--- src/rtl/uart_alu_ctrl.sv ---
// Sequences UART RX bytes (A, B, opcode) into the ALU and hands the result to UART TX.
// Optional inter-byte timeout: define UART_ALU_CTRL_TIMEOUT_EN.
module uart_alu_ctrl #(
  parameter int NB_DATA       = 8,
  parameter int NB_OP         = 6,
  parameter int TIMEOUT_TICKS = 4096
) (
  input  logic               clk,
  input  logic               reset,
  input  logic               s_tick,
  input  logic               rx_done_tick,
  input  logic [NB_DATA-1:0] rx_data,
  input  logic [NB_DATA-1:0] alu_result,
  input  logic               tx_done_tick,
  output logic [NB_DATA-1:0] alu_a,
  output logic [NB_DATA-1:0] alu_b,
  output logic [NB_OP-1:0]   alu_op,
  output logic               tx_start,
  output logic [NB_DATA-1:0] tx_data,
  output logic               busy,
  output logic               rx_drop,
  output logic               timeout
);

  typedef enum logic [2:0] {
    WAIT_A  = 3'd0,
    WAIT_B  = 3'd1,
    WAIT_OP = 3'd2,
    EXEC    = 3'd3,
    SEND    = 3'd4,
    WAIT_TX = 3'd5
  } state_t;

  state_t               r_state, w_next;
  logic [NB_DATA-1:0]   r_a, r_b, r_txd;
  logic [NB_OP-1:0]     r_op;
  logic                 w_expire;

  always_ff @(posedge clk) begin
    if (reset) r_state <= WAIT_A;
    else       r_state <= w_next;
  end

  // A byte arriving in the same cycle as expiry wins: rx is tested first.
  always_comb begin
    w_next = r_state;
    case (r_state)
      WAIT_A:  if (rx_done_tick) w_next = WAIT_B;
      WAIT_B:  if (rx_done_tick) w_next = WAIT_OP;
               else if (w_expire) w_next = WAIT_A;
      WAIT_OP: if (rx_done_tick) w_next = EXEC;
               else if (w_expire) w_next = WAIT_A;
      EXEC:    w_next = SEND;
      SEND:    w_next = WAIT_TX;
      WAIT_TX: if (tx_done_tick) w_next = WAIT_A;
      default: w_next = WAIT_A;
    endcase
  end

  always_comb begin
    busy     = (r_state != WAIT_A);
    tx_start = (r_state == SEND);
    rx_drop  = rx_done_tick &&
               ((r_state == EXEC) || (r_state == SEND) || (r_state == WAIT_TX));
    timeout  = w_expire;
  end

  always_ff @(posedge clk) begin
    if (reset) begin
      r_a   <= '0;
      r_b   <= '0;
      r_op  <= '0;
      r_txd <= '0;
    end else begin
      if (rx_done_tick) begin
        case (r_state)
          WAIT_A:  r_a  <= rx_data;
          WAIT_B:  r_b  <= rx_data;
          WAIT_OP: r_op <= rx_data[NB_OP-1:0];
          default: ;
        endcase
      end
      if (r_state == EXEC) r_txd <= alu_result;
    end
  end

  assign alu_a   = r_a;
  assign alu_b   = r_b;
  assign alu_op  = r_op;
  assign tx_data = r_txd;

`ifdef UART_ALU_CTRL_TIMEOUT_EN
  localparam int CW = (TIMEOUT_TICKS > 1) ? $clog2(TIMEOUT_TICKS) : 1;
  localparam logic [CW-1:0] LAST = CW'(TIMEOUT_TICKS - 1);

  logic [CW-1:0] r_tcnt;
  logic          w_collecting;

  assign w_collecting = (r_state == WAIT_B) || (r_state == WAIT_OP);
  assign w_expire     = w_collecting && s_tick && !rx_done_tick && (r_tcnt == LAST);

  // Held at zero outside the collecting states so every entry starts fresh.
  always_ff @(posedge clk) begin
    if (reset)                                       r_tcnt <= '0;
    else if (!w_collecting || rx_done_tick || w_expire) r_tcnt <= '0;
    else if (s_tick)                                 r_tcnt <= r_tcnt + 1'b1;
  end
`else
  logic w_unused;
  assign w_expire = 1'b0;
  assign w_unused = s_tick | (TIMEOUT_TICKS == 0);
`endif

endmodule

--- config.mk ---
export PLATFORM = sky130hd
export DESIGN_NAME = uart_alu_ctrl
export DESIGN_NICKNAME = d
export VERILOG_FILES = /design/src/rtl/uart_alu_ctrl.sv
export SDC_FILE = /design/constraint.sdc
export NUM_CORES = 1
export LEC_CHECK = 0
export ABC_AREA = 1
export CORE_ASPECT_RATIO = 1.1
export CORE_MARGIN = 2
export CORE_UTILIZATION = 30
export CTS_CLUSTER_DIAMETER = 100
export DETAILED_ROUTE_END_ITERATION = 12
export GPL_TIMING_DRIVEN = 1
export PLACE_DENSITY_LB_ADDON = 0.1
export REMOVE_ABC_BUFFERS = 1
export SETUP_SLACK_MARGIN = 0.15
export SLEW_MARGIN = 5
export SYNTH_ARGS = -nofsm -noshare
export SYNTH_HDL_FRONTEND = slang
export SYNTH_SLANG_ARGS = --single-unit
--- constraint.sdc ---
create_clock -name clk -period 1.5 [get_ports clk]
set_input_delay 0.3 -clock clk [delete_from_list [all_inputs] [get_ports clk]]
set_output_delay 0.3 -clock clk [all_outputs]
set_load 0.005 [all_outputs]
Yosys cells after proc, flatten, opt, wreduce, memory -nomap -nowiden
Cells that the tools add are included.
{ "totals": {"ff_bits": 33, "in_bits": 21, "out_inout_bits": 34} }
{ "classes": {"n_eq_ne": 9, "mux": 5, "n_reduce_logical": 9} }
{ "op_table": {"columns": ["cell", "n"], "rows": [
  ["3-bit one-hot mux with 6 select lines", 1],
  ["3-bit two-way mux", 4],
  ["2-bit != test, second input constant", 4],
  ["3-bit by 2-bit equality test with 1-bit output, second input constant", 2],
  ["3-bit equality test, second input constant", 2],
  ["2-bit AND reduction", 3],
  ["4-bit AND reduction", 1],
  ["3-bit by 1-bit equality test with 1-bit output, second input constant", 1],
  ["3-bit logical NOT", 1],
  ["3-bit nonzero test", 1],
  ["1-bit logical OR", 2],
  ["1-bit logical AND", 1]
]} }

Depth between registers and ports, before layout
Gate-level depths: netlist of run 1.
{ "logic_depth": {"depth_word": 4, "mapped_depth": 6, "mapped_depth_nobuf": 6} }

Worst setup path before layout of run 1
Ideal clock, no wire load.
{ "synth_timing": {"path_kind": "flip-flop to output port", "from": "register r_state[1]", "to": "output port rx_drop", "t_arrival_ns": 1.003, "setup_slack_ns": 0.197, "stages_incl_launch_ff": 7, "path_buffers": 0, "path_cell_list": "dfxtp_1 -> nand2_1 -> nor2_4 -> inv_2 -> o21ai_0 -> o21ai_0 -> inv_1"} }
{ "synth_between": {"elab_chain_len": 4, "word_cells_on_any_way": 6, "cone_classes": "eq/ne: 3; reduce/logical: 3"} }
{ "synth_lines": {"columns": ["item", "line", "text"], "rows": [
  ["from (decl)", "34", "state_t r_state, w_next;"],
  ["from (signal assigned)", "41", "else r_state <= w_next;"],
  ["3-bit by 2-bit equality test with 1-bit output or 3-bit equality test (tied branches)", "64", "((r_state == EXEC) || (r_state == SEND) || (r_state == WAIT_TX));"],
  ["1-bit logical OR", "64", null],
  ["1-bit logical OR *", "64", null],
  ["1-bit logical AND *", "63", "rx_drop = rx_done_tick &&"],
  ["to (decl)", "21", "output logic rx_drop,"]
]} }
Every way passes the cells marked *; elsewhere a longest branch is shown, timed or not.

Final worst setup path of run 1
{ "layout_timing": {"from": "register r_state[0]", "to": "output port rx_drop"} }
Same word-level chain as after synthesis.

==> flow_summary.toml, run 1 <==
[grt]
globalRoute.totalOverflow = 0
wire_length_of_the_first_global_routing_pass_microns = 6180
first_global_vias = 1327
antenna_found_initial = 0
pin_count_of_the_biggest_net_entering_global_routing = 25
grt_usage = 0.170

[worst_hold_path]
worst_hold_check_path_type = "flop to flop"
min_to = "alu_op[0]"
holdPathStages = 2
min-delay-start = "alu_op[0]"

[synth]
synthDominantCellAreaShare = 0.518
synth_warnings = 0
yosys_register_bits = 33
synth_enable_flop_cells = 0
synth_sequential_area_ratio = 0.518
post-synth-top-area-cell = "sky130_fd_sc_hd__dfxtp_1"
netlist_top_cells_area = "sky130_fd_sc_hd__dfxtp_1, sky130_fd_sc_hd__o21ai_0, sky130_fd_sc_hd__nor2_1"
netlist_instances = 168
netlist_area_sq_um = 1280
synthArstFlopShare = 0
postSynth.topFlopCell = "sky130_fd_sc_hd__dfxtp_1"
synth.most_common_cell = "sky130_fd_sc_hd__dfxtp_1"
synth_cell_type_count = 19
synth_top_cells_by_count = "sky130_fd_sc_hd__dfxtp_1, sky130_fd_sc_hd__nor2_1, sky130_fd_sc_hd__o21ai_0, sky130_fd_sc_hd__nand2_1, sky130_fd_sc_hd__a21oi_1"
synth_area_per_cell_sq_um = 7.60

[setup_path]
timing.critical_path.arrival_ns = 1.20
timing.critical_path.buf_inv = 4
r2r_startpoint = "r_state[1]"
critical_path_sink_type = "output pin"
startpoint_type = "flop"
critPathTopFamily = "flip-flops"
critPathMaxFanout = 3
path_cells = "inv_4, buf_6, nor3_4, o21ai_1, inv_1, buf_2"
capture_instance_of_the_worst_register_to_register_path = "alu_b[0]"
cpMaxStageDelayCell = "sky130_fd_sc_hd__dfxtp_4"
critical_path_class = "flop to output pin"
crit_required_ns = 1.20
worstRegToRegCells = 7
setup.reg_to_reg.worst_slack_ns = 0.16
critical_path.max_stage_delay_ns = 0.38

[finish]
final_layout_size_suffix_gt1_frac = 0.242
area.growth.synth_to_final_pct = 67.6
final_nets = 268
layoutNonFillerInstCount = 300
antenna-diode-count = 0
fillCellCount = 398
postLayoutCoreUtil = 0.532

[routing]
dr.first_iter.drc_count = 85
route.detailed.vias_per_inst = 4.59
vias = 1376
antenna_violating_nets_post_route = 0
drt_wl_total_microns = 3820
detailed_routing_iteration_count_for_the_pre_antenna_repair_pass = 5
detail_route.wl_per_cell_microns = 12.7
drt_drc_violations_left = 0

[sta]
unrepaired_setup_endpoints_after_global_routing = "true"
drv_slew = 0
upper_clock_frequency_limit_ghz = 0.667
final-hold-violation-count = 0
min_period_over_period = 0.999
finalWorstPathRequiredPeriod_ns = 1.50
clock-skew-final_ns = 0.00641
setup_viol = 0

[floorplanning]
floorplan_core_area_sq_um = 4020
die_area_sq_um = 4790
die_w_microns = 66.2
initial_utilization = 0.317
chip_height_microns = 72.4
floorplan.rows = 24
boundaryPins = 55

[placed_design]
dp_hpwl_microns = 2690
final_weighted_congestion_in_routability_driven_placement = 0.735
place.detailed.instances = 285
port_buffers = 52

[clocking]
worst_setup_hold_path_clk_slew_ns = 0.07
cts_max_level = 2
clk_latency_ns = 0.29
root_buffer = "sky130_fd_sc_hd__clkbuf_8"
cts_tree = "done"
cts.path.max_buffers = 2
cts_buffers = 5
numClockSinks = 33
cts-hold-fix-buffers = 0

[run]
drv_cap = 0

[power]
vdd_ir_drop_max_uv = 665
power.static_leakage_nw = 1.03
design_power_total_mw = 2.14
power_density_nw_per_um2 = 1000

[status]
outcome = "completed"
==> worst max path at each step <==
stage,slack (ns),depth (start not counted),startpoint,end
5_1_grt,-0.09,6,r_state[0],rx_drop
3_5_place_dp,-0.25,4,rx_done_tick,rx_drop
2_1_floorplan,0.21,6,r_state[1],rx_drop
6_report,0.002,6,r_state[0],rx_drop
3_3_place_gp,-0.26,4,rx_done_tick,rx_drop
4_1_cts,0.01,6,r_state[0],rx_drop
==> report_power, final <==
| group | total [mW] | internal, mW | leakage [nW] | switching [mW] |
|---|---|---|---|---|
| logic | 0.495 | 0.256 | 0.714 | 0.239 |
| registers | 0.987 | 0.946 | 0.273 | 0.0409 |
| clock network | 0.659 | 0.320 | 0.0439 | 0.339 |
==> per-layer routing <==
| metal | global-route usage | vias to the layer above | share of wire |
|---|---|---|---|
| met5 | 0 | - | 0 |
| met4 | 0.0590 | 0 | 0.012 |
| met3 | 0.0543 | 5 | 0.059 |
| met2 | 0.316 | 36 | 0.55 |
| met1 | 0.179 | 627 | 0.38 |
| li1 | - | 708 | - |
==> cell type report <==
class,count,area (sq um),share of cell area
clock buffer,5,68.8,0.0322
clock inverter,3,17.5,0.00819
inverter,16,66.3,0.0310
multi-input combinational,113,576,0.269
sequential,33,676,0.316
tap,52,65.1,0.0304
timing repair buffer,78,671,0.313
==> flip-flops by register name, indices dropped and copies added, names as in the netlist <==
| name | cells |
|---|---|
| tx_data | 8 |
| alu_a | 8 |
| alu_op | 6 |
| r_state | 3 |
| alu_b | 8 |
==> worst reg2reg max path: cells and delay by family, from the launching register on <==
kind	cells	cell delay, ns
AO/OA/AOI/OAI	1	0.11
buffers and inverters	3	0.27
flip-flops	1	0.37
AND/OR/NAND/NOR	3	0.54
==> stage by stage <==
step | cell area (sq um) | hold WS (ns) | setup WS [ns] | setup TNS, ns
finish | 2140 | 0.441 | 0.00161 | 0
global route | 2140 | 0.465 | -0.0928 | -0.584
CTS | 2110 | 0.445 | 0.0127 | 0
detailed placement | 1980 | 0.436 | -0.253 | -3.63
global placement | 1980 | 0.431 | -0.263 | -2.61
floorplan | 1250 | 0.369 | 0.213 | 0
==> what timing repair did <==
| item | in CTS | in global routing |
|---|---|---|
| pin swaps | 3 | 2 |
| setup endpoints to repair | 43 | 29 |
| gates resized for setup | 64 | 9 |
| buffers inserted | 7 | 0 |
==> cells in the final DEF (no fill, tap or decap), types with 5 or more instances in the layout <==
cell                              count
sky130_fd_sc_hd__nor3_1               8
sky130_fd_sc_hd__clkdlybuf4s50_1     19
sky130_fd_sc_hd__o21ai_0             20
sky130_fd_sc_hd__inv_1               10
sky130_fd_sc_hd__dlygate4sd2_1       30
sky130_fd_sc_hd__nor2_1              28
sky130_fd_sc_hd__buf_4               24
sky130_fd_sc_hd__dfxtp_1             27
sky130_fd_sc_hd__clkbuf_8             5
sky130_fd_sc_hd__a21oi_1             15
sky130_fd_sc_hd__nand2_1             15
sky130_fd_sc_hd__nand3_1             10
==> kinds of logic (layout without fill, tap and decap cells) <==
family,after synthesis,after routing,share of synthesized area
flip-flops,33,33,0.518
other,1,1,0.00294
AO/OA/AOI/OAI,40,40,0.157
buffers and inverters,22,102,0.0696
AND/OR/NAND/NOR,72,72,0.253
No activity file was read; power rests on OpenSTA's default activity.
==> run 2, diff against run 1 <==
--- a/config.mk
+++ b/config.mk
@@ -15,7 +15,7 @@
 export PLACE_DENSITY_LB_ADDON = 0.1
 export REMOVE_ABC_BUFFERS = 1
 export SETUP_SLACK_MARGIN = 0.15
-export SLEW_MARGIN = 5
+export SLEW_MARGIN = 20
 export SYNTH_ARGS = -nofsm -noshare
 export SYNTH_HDL_FRONTEND = slang
 export SYNTH_SLANG_ARGS = --single-unit
==> constraint.sdc (replaced) <==
create_clock -name clk -period 1.77 [get_ports clk]
set_input_delay 0.354 -clock clk [delete_from_list [all_inputs] [get_ports clk]]
set_output_delay 0.354 -clock clk [all_outputs]
set_load 0.005 [all_outputs]
==> flow_summary.toml, run 2 (synthesis gave the netlist of run 1 again) <==
[placed_design]
port_buffers = 52
dp_hpwl_microns = 2610
final_weighted_congestion_in_routability_driven_placement = 0.746

[clocking]
root_buffer = "sky130_fd_sc_hd__clkbuf_8"
worst_setup_hold_path_clk_slew_ns = 0.07
cts_max_level = 2
cts_tree = "done"
cts_buffers = 5
clk_latency_ns = 0.28
numClockSinks = 33
cts.path.max_buffers = 2

[finish]
final_cell_mix = "sky130_fd_sc_hd__clkdlybuf4s50_1, sky130_fd_sc_hd__dfxtp_1, sky130_fd_sc_hd__nor2_1"
area.growth.synth_to_final_pct = 64.8
final_nets = 259
fillCellCount = 403
layout.cells.most_common = "sky130_fd_sc_hd__clkdlybuf4s50_1"
postLayoutCoreUtil = 0.523
final_layout_size_suffix_gt1_frac = 0.180
antenna-diode-count = 0

[setup_path]
r2r_startpoint = "r_state[2]"
critical_path_sink_type = "output pin"
timing.critical_path.arrival_ns = 1.19
critPathMaxFanout = 3
capture_instance_of_the_worst_register_to_register_path = "alu_b[0]"
critical_path_class = "flop to output pin"
worstRegToRegCells = 6
setup.reg_to_reg.worst_slack_ns = 0.40
startpoint_type = "flop"
crit_required_ns = 1.42

[power]
vdd_ir_drop_max_uv = 526
design_power_total_mw = 1.97
power_density_nw_per_um2 = 936
power.static_leakage_nw = 0.865

[status]
outcome = "completed"

[floorplanning]
boundaryPins = 55
chip_height_microns = 72.4
floorplan_core_area_sq_um = 4020
initial_utilization = 0.317
die_w_microns = 66.2
floorplan.rows = 24
die_area_sq_um = 4790

[grt]
pin_count_of_the_biggest_net_entering_global_routing = 25
globalRoute.totalOverflow = 0
first_global_vias = 1354
wire_length_of_the_first_global_routing_pass_microns = 5950
grt_usage = 0.162
antenna_found_initial = 0

[worst_hold_path]
holdPathStages = 2
min-delay-start = "alu_op[2]"
worst_hold_check_path_type = "flop to flop"
min_to = "alu_op[2]"

[sta]
setup_viol = 0
tightest_slew_ns = 0.604
finalWorstPathRequiredPeriod_ns = 1.54
unrepaired_setup_endpoints_after_global_routing = "true"
clock-skew-final_ns = 0.00779
final-hold-violation-count = 0
relSlewSlack = 0.597
min_period_over_period = 0.870
drv_slew = 0
upper_clock_frequency_limit_ghz = 0.649

[routing]
detailed_routing_iteration_count_for_the_pre_antenna_repair_pass = 4
vias = 1339
drt_drc_violations_left = 0
route.detailed.vias_per_inst = 4.60
detail_route.wl_per_cell_microns = 12.2
drt_wl_total_microns = 3550
antenna_violating_nets_post_route = 0
dr.first_iter.drc_count = 68

[run]
drv_cap = 0
[run 2: cell count changes in the layout (fill, tap and decap cells not counted), sizes merged, moves of 2 or more]
cell           previous run  this run
buf                      29        18
clkbuf                    5         9
clkdlybuf4s50            19        49
clkinv                    3         1
clkinvlp                  2         0
dlygate4sd2              30         0
[run 2: worst max path at each step]
stage                       startpoint       to  slack, ns  cells past startpoint
final                       r_state[1]  rx_drop       0.23                      5
after global routing        r_state[1]  rx_drop       0.13                      5
after CTS                   r_state[1]  rx_drop       0.15                      6
after detailed placement  rx_done_tick  rx_drop      -0.11                      4
after global placement    rx_done_tick  rx_drop      -0.10                      4
after floorplan             r_state[1]  rx_drop       0.43                      6
[run 2: where the power goes]
group	internal [mW]	switching [mW]	total, mW	leakage [nW]
Sequential	0.802	0.0344	0.836	0.271
Clock	0.459	0.266	0.725	0.0585
Combinational	0.224	0.185	0.408	0.535
Total	1.48	0.485	1.97	0.865
[run 2: critical path, cell delays in order, from the launching register on]
cell	delay, ns
sky130_fd_sc_hd__dfxtp_4	0.36
sky130_fd_sc_hd__buf_4	0.14
sky130_fd_sc_hd__nor3_2	0.17
sky130_fd_sc_hd__o21ai_1	0.07
sky130_fd_sc_hd__inv_1	0.06
sky130_fd_sc_hd__clkbuf_2	0.10
[run 2: layer usage]
| metal | track usage | share of wire | vias up |
|---|---|---|---|
| met5 | 0 | 0 | - |
| li1 | - | - | 688 |
| met1 | 0.168 | 0.39 | 604 |
| met4 | 0.0794 | 0.020 | 0 |
| met2 | 0.300 | 0.53 | 39 |
| met3 | 0.0388 | 0.058 | 8 |
[run 2: through the flow]
| stage | setup TNS, ns | setup slack, ns | hold WS, ns | cells | instance area, sq um |
|---|---|---|---|---|---|
| after floorplan | 0 | 0.429 | 0.423 | 162 | 1250 |
| after global placement | -0.100 | -0.100 | 0.432 | 279 | 1930 |
| after detailed placement | -0.225 | -0.106 | 0.435 | 279 | 1930 |
| after CTS | 0 | 0.150 | 0.446 | 290 | 2110 |
| after global routing | 0 | 0.126 | 0.466 | 291 | 2100 |
| final | 0 | 0.230 | 0.443 | 291 | 2100 |
[run 2: final cells by class]
| type | count | area (sq um) | area share |
|---|---|---|---|
| Sequential cell | 33 | 669 | 0.318 |
| Clock buffer | 7 | 86.3 | 0.0410 |
| Timing Repair Buffer | 69 | 637 | 0.303 |
| Multi-Input combinational cell | 113 | 553 | 0.263 |
| Clock inverter | 1 | 30.0 | 0.0143 |
| Tap cell | 52 | 65.1 | 0.0309 |
| Inverter | 16 | 62.6 | 0.0297 |
[run 2: what timing repair did]
item                                    in CTS  in global routing
gates cloned                                 0                  0
setup buffers                                3                  1
hold buffers                                 0                  0
endpoints found under the setup margin       3                  9
resized for setup                           23                  4
pin swaps                                    3                  1
==> RTL edit (flow settings as in run 1) <==
Add a define of `UART_ALU_CTRL_TIMEOUT_EN`.
--- a/src/rtl/uart_alu_ctrl.sv
+++ b/src/rtl/uart_alu_ctrl.sv
@@ -2,2 +2,4 @@
 // Optional inter-byte timeout: define UART_ALU_CTRL_TIMEOUT_EN.
+`define UART_ALU_CTRL_TIMEOUT_EN
+
 module uart_alu_ctrl #(
Behaviour: no difference found for any inputs over 10 cycles, from zero or initial values and one cycle with reset high; that may be too few to reach the edited logic, so the function may still have changed.
==> RTL edit against run 1 <==
The flow now finishes with violations (setup timing); core utilization up 2.0 points; first-iteration DRC count decreased by 22%; via count grew 51%; design area is 59% higher; sequential cell count rose by 12; register-to-register slack lost 0.29 ns; wire length rose by 44%; area after synthesis up 49%; power is 44% higher; count of clock-buffer cells in the layout is 1 higher; worst setup slack worse by 0.13 ns.
==> RTL edit: results (changes against run 1) <==
| Metric | Value |
|---|---|
| Number of distinct library cells after synthesis | 26 (was 19) |
| DP Cell Count | 425 (was 285) |
| Status | finished, violations left (was complete, no violations) |
| Pre-CTS setup slack | -0.540 ns (was -0.253 ns) |
| Clk_skew | 0.00444 ns (was 0.00641 ns) |
| Max FFs per register | 12 |
| Setup TNS | -1.45 ns (was 0 ns) |
| Deepest clock path buffer count | 2 (unchanged) |
| Detail Placement HPWL | 3740 µm (was 2690 µm) |
| Synth top cells by count | nand2_1 (50), nor2_1 (50), dfxtp_1 (45) (was dfxtp_1 (33), nor2_1 (30), o21ai_0 (24)) |
| HP Start | alu_a[1]$_SDFFE_PP0P_ (was alu_op[0]$_SDFFE_PP0P_) |
| Critical path arrival | 1.85 ns (was 1.20 ns) |
| Avg WL per Cell | 11.9 µm (was 12.7 µm) |
| Failing checks | setup timing |
| Hold Worst Slack | 0.457 ns (was 0.441 ns) |
| Post-placement cell area | 2820 µm² (was 1980 µm²) |
| Total iterations of the first detailed-routing run | 4 (was 5) |
| Register area share after synthesis | 47.3% (was 51.8%) |
| Vias in the first global route | 2085 (was 1327) |
| Hold Path Sink | alu_a[1]$_SDFFE_PP0P_ (was alu_op[0]$_SDFFE_PP0P_) |
| Final worst-path setup slack | -0.129 ns (was 0.00161 ns) |
| Setup crit start | r_state[2]$_SDFFE_PP0P_ (was r_state[0]$_SDFFE_PP0P_) |
| Tot GR Track Use | 16.8% (was 17.0%) |
| # nets final | 403 (was 268) |
| Leakage | 0.00150 µW (was 0.00103 µW) |
| Synth Area per Inst | 7.40 µm² (was 7.60 µm²) |
| Critical R2R Capture | r_state[1]$_SDFFE_PP0P_ (was alu_b[0]$_SDFFE_PP0P_) |
| 1st-iter DRT viols | 66 (was 85) |
| Reg2Reg Depth | 13 (was 7) |
| Layout cell share with drive strength beyond 1 | 43.7% (was 24.2%) |
| Vias/cell | 4.48 (was 4.59) |
| Largest net degree at the start of global routing | 17 (was 25) |
| Total Wirelength | 5480 µm (was 3820 µm) |
| Setup violators final | 22 (was 0) |
| VDD IR max | 414 µV (was 665 µV) |
| PortBufs | 54 (was 52) |
| Placer Congestion | 0.840 (was 0.735) |
==> RTL edit: changes by cell type in the layout (fill, tap and decap cells not counted), sizes merged, moves of 5 or more <==
cell   before  now
nand2      18   51
a21oi      16   25
nor2       33   53
nor3        9    3
buf        29   73
nand3      11   23
dfxtp      33   45
o21ai      24   19
or2         0    5
==> RTL edit: logic make-up after synthesis <==
kind of cell / synth area share [%]
simple gates: 31.3
flops: 47.3
xor+xnor: 1.38
fa+ha+maj: 0.657
buf+inv: 5.85
compound gates: 13.5
==> RTL edit: repair_timing <==
action | CTS | global route
pin swaps | 24 | 0
cloned | 1 | 0
setup buffers | 28 | 0
endpoints found under the setup margin | 51 | 49
gates resized for setup | 135 | 16
==> RTL edit: routing by layer <==
layer  GRT usage [%]  up-vias  part of all wire (%)
met1            19.8      930                    43
met4            6.32        0                   1.8
met5               0        -                     0
met3            4.02       10                   4.3
li1                -     1087                     -
met2            29.5       44                    51
==> RTL edit: cell type report <==
cell class / count / area, µm²
inverters: 19 / 81.3
well taps: 80 / 100
clock inverters: 2 / 13.8
fillers: 596 / 2760
repair buffers: 124 / 1120
multi-input cells: 186 / 1060
flip-flops and latches: 45 / 935
clock buffers: 6 / 82.6
==> RTL edit: where the power goes <==
group | internal [µW] | leakage [µW] | total [µW] | switching [µW]
combinational | 489 | 0.00107 | 948 | 458
clock | 374 | 0.0000512 | 784 | 411
sequential | 1300 | 0.000377 | 1350 | 50.1
==> RTL edit: critical path, cell delays in order, from the launching register on <==
cell,delay [ns]
dfxtp_2,0.38
inv_2,0.06
buf_6,0.11
nand3_4,0.06
a21oi_4,0.07
nand2_2,0.08
inv_2,0.04
buf_6,0.10
buf_6,0.10
buf_6,0.10
buf_6,0.10
buf_6,0.10
buf_6,0.10
nor3_2,0.14
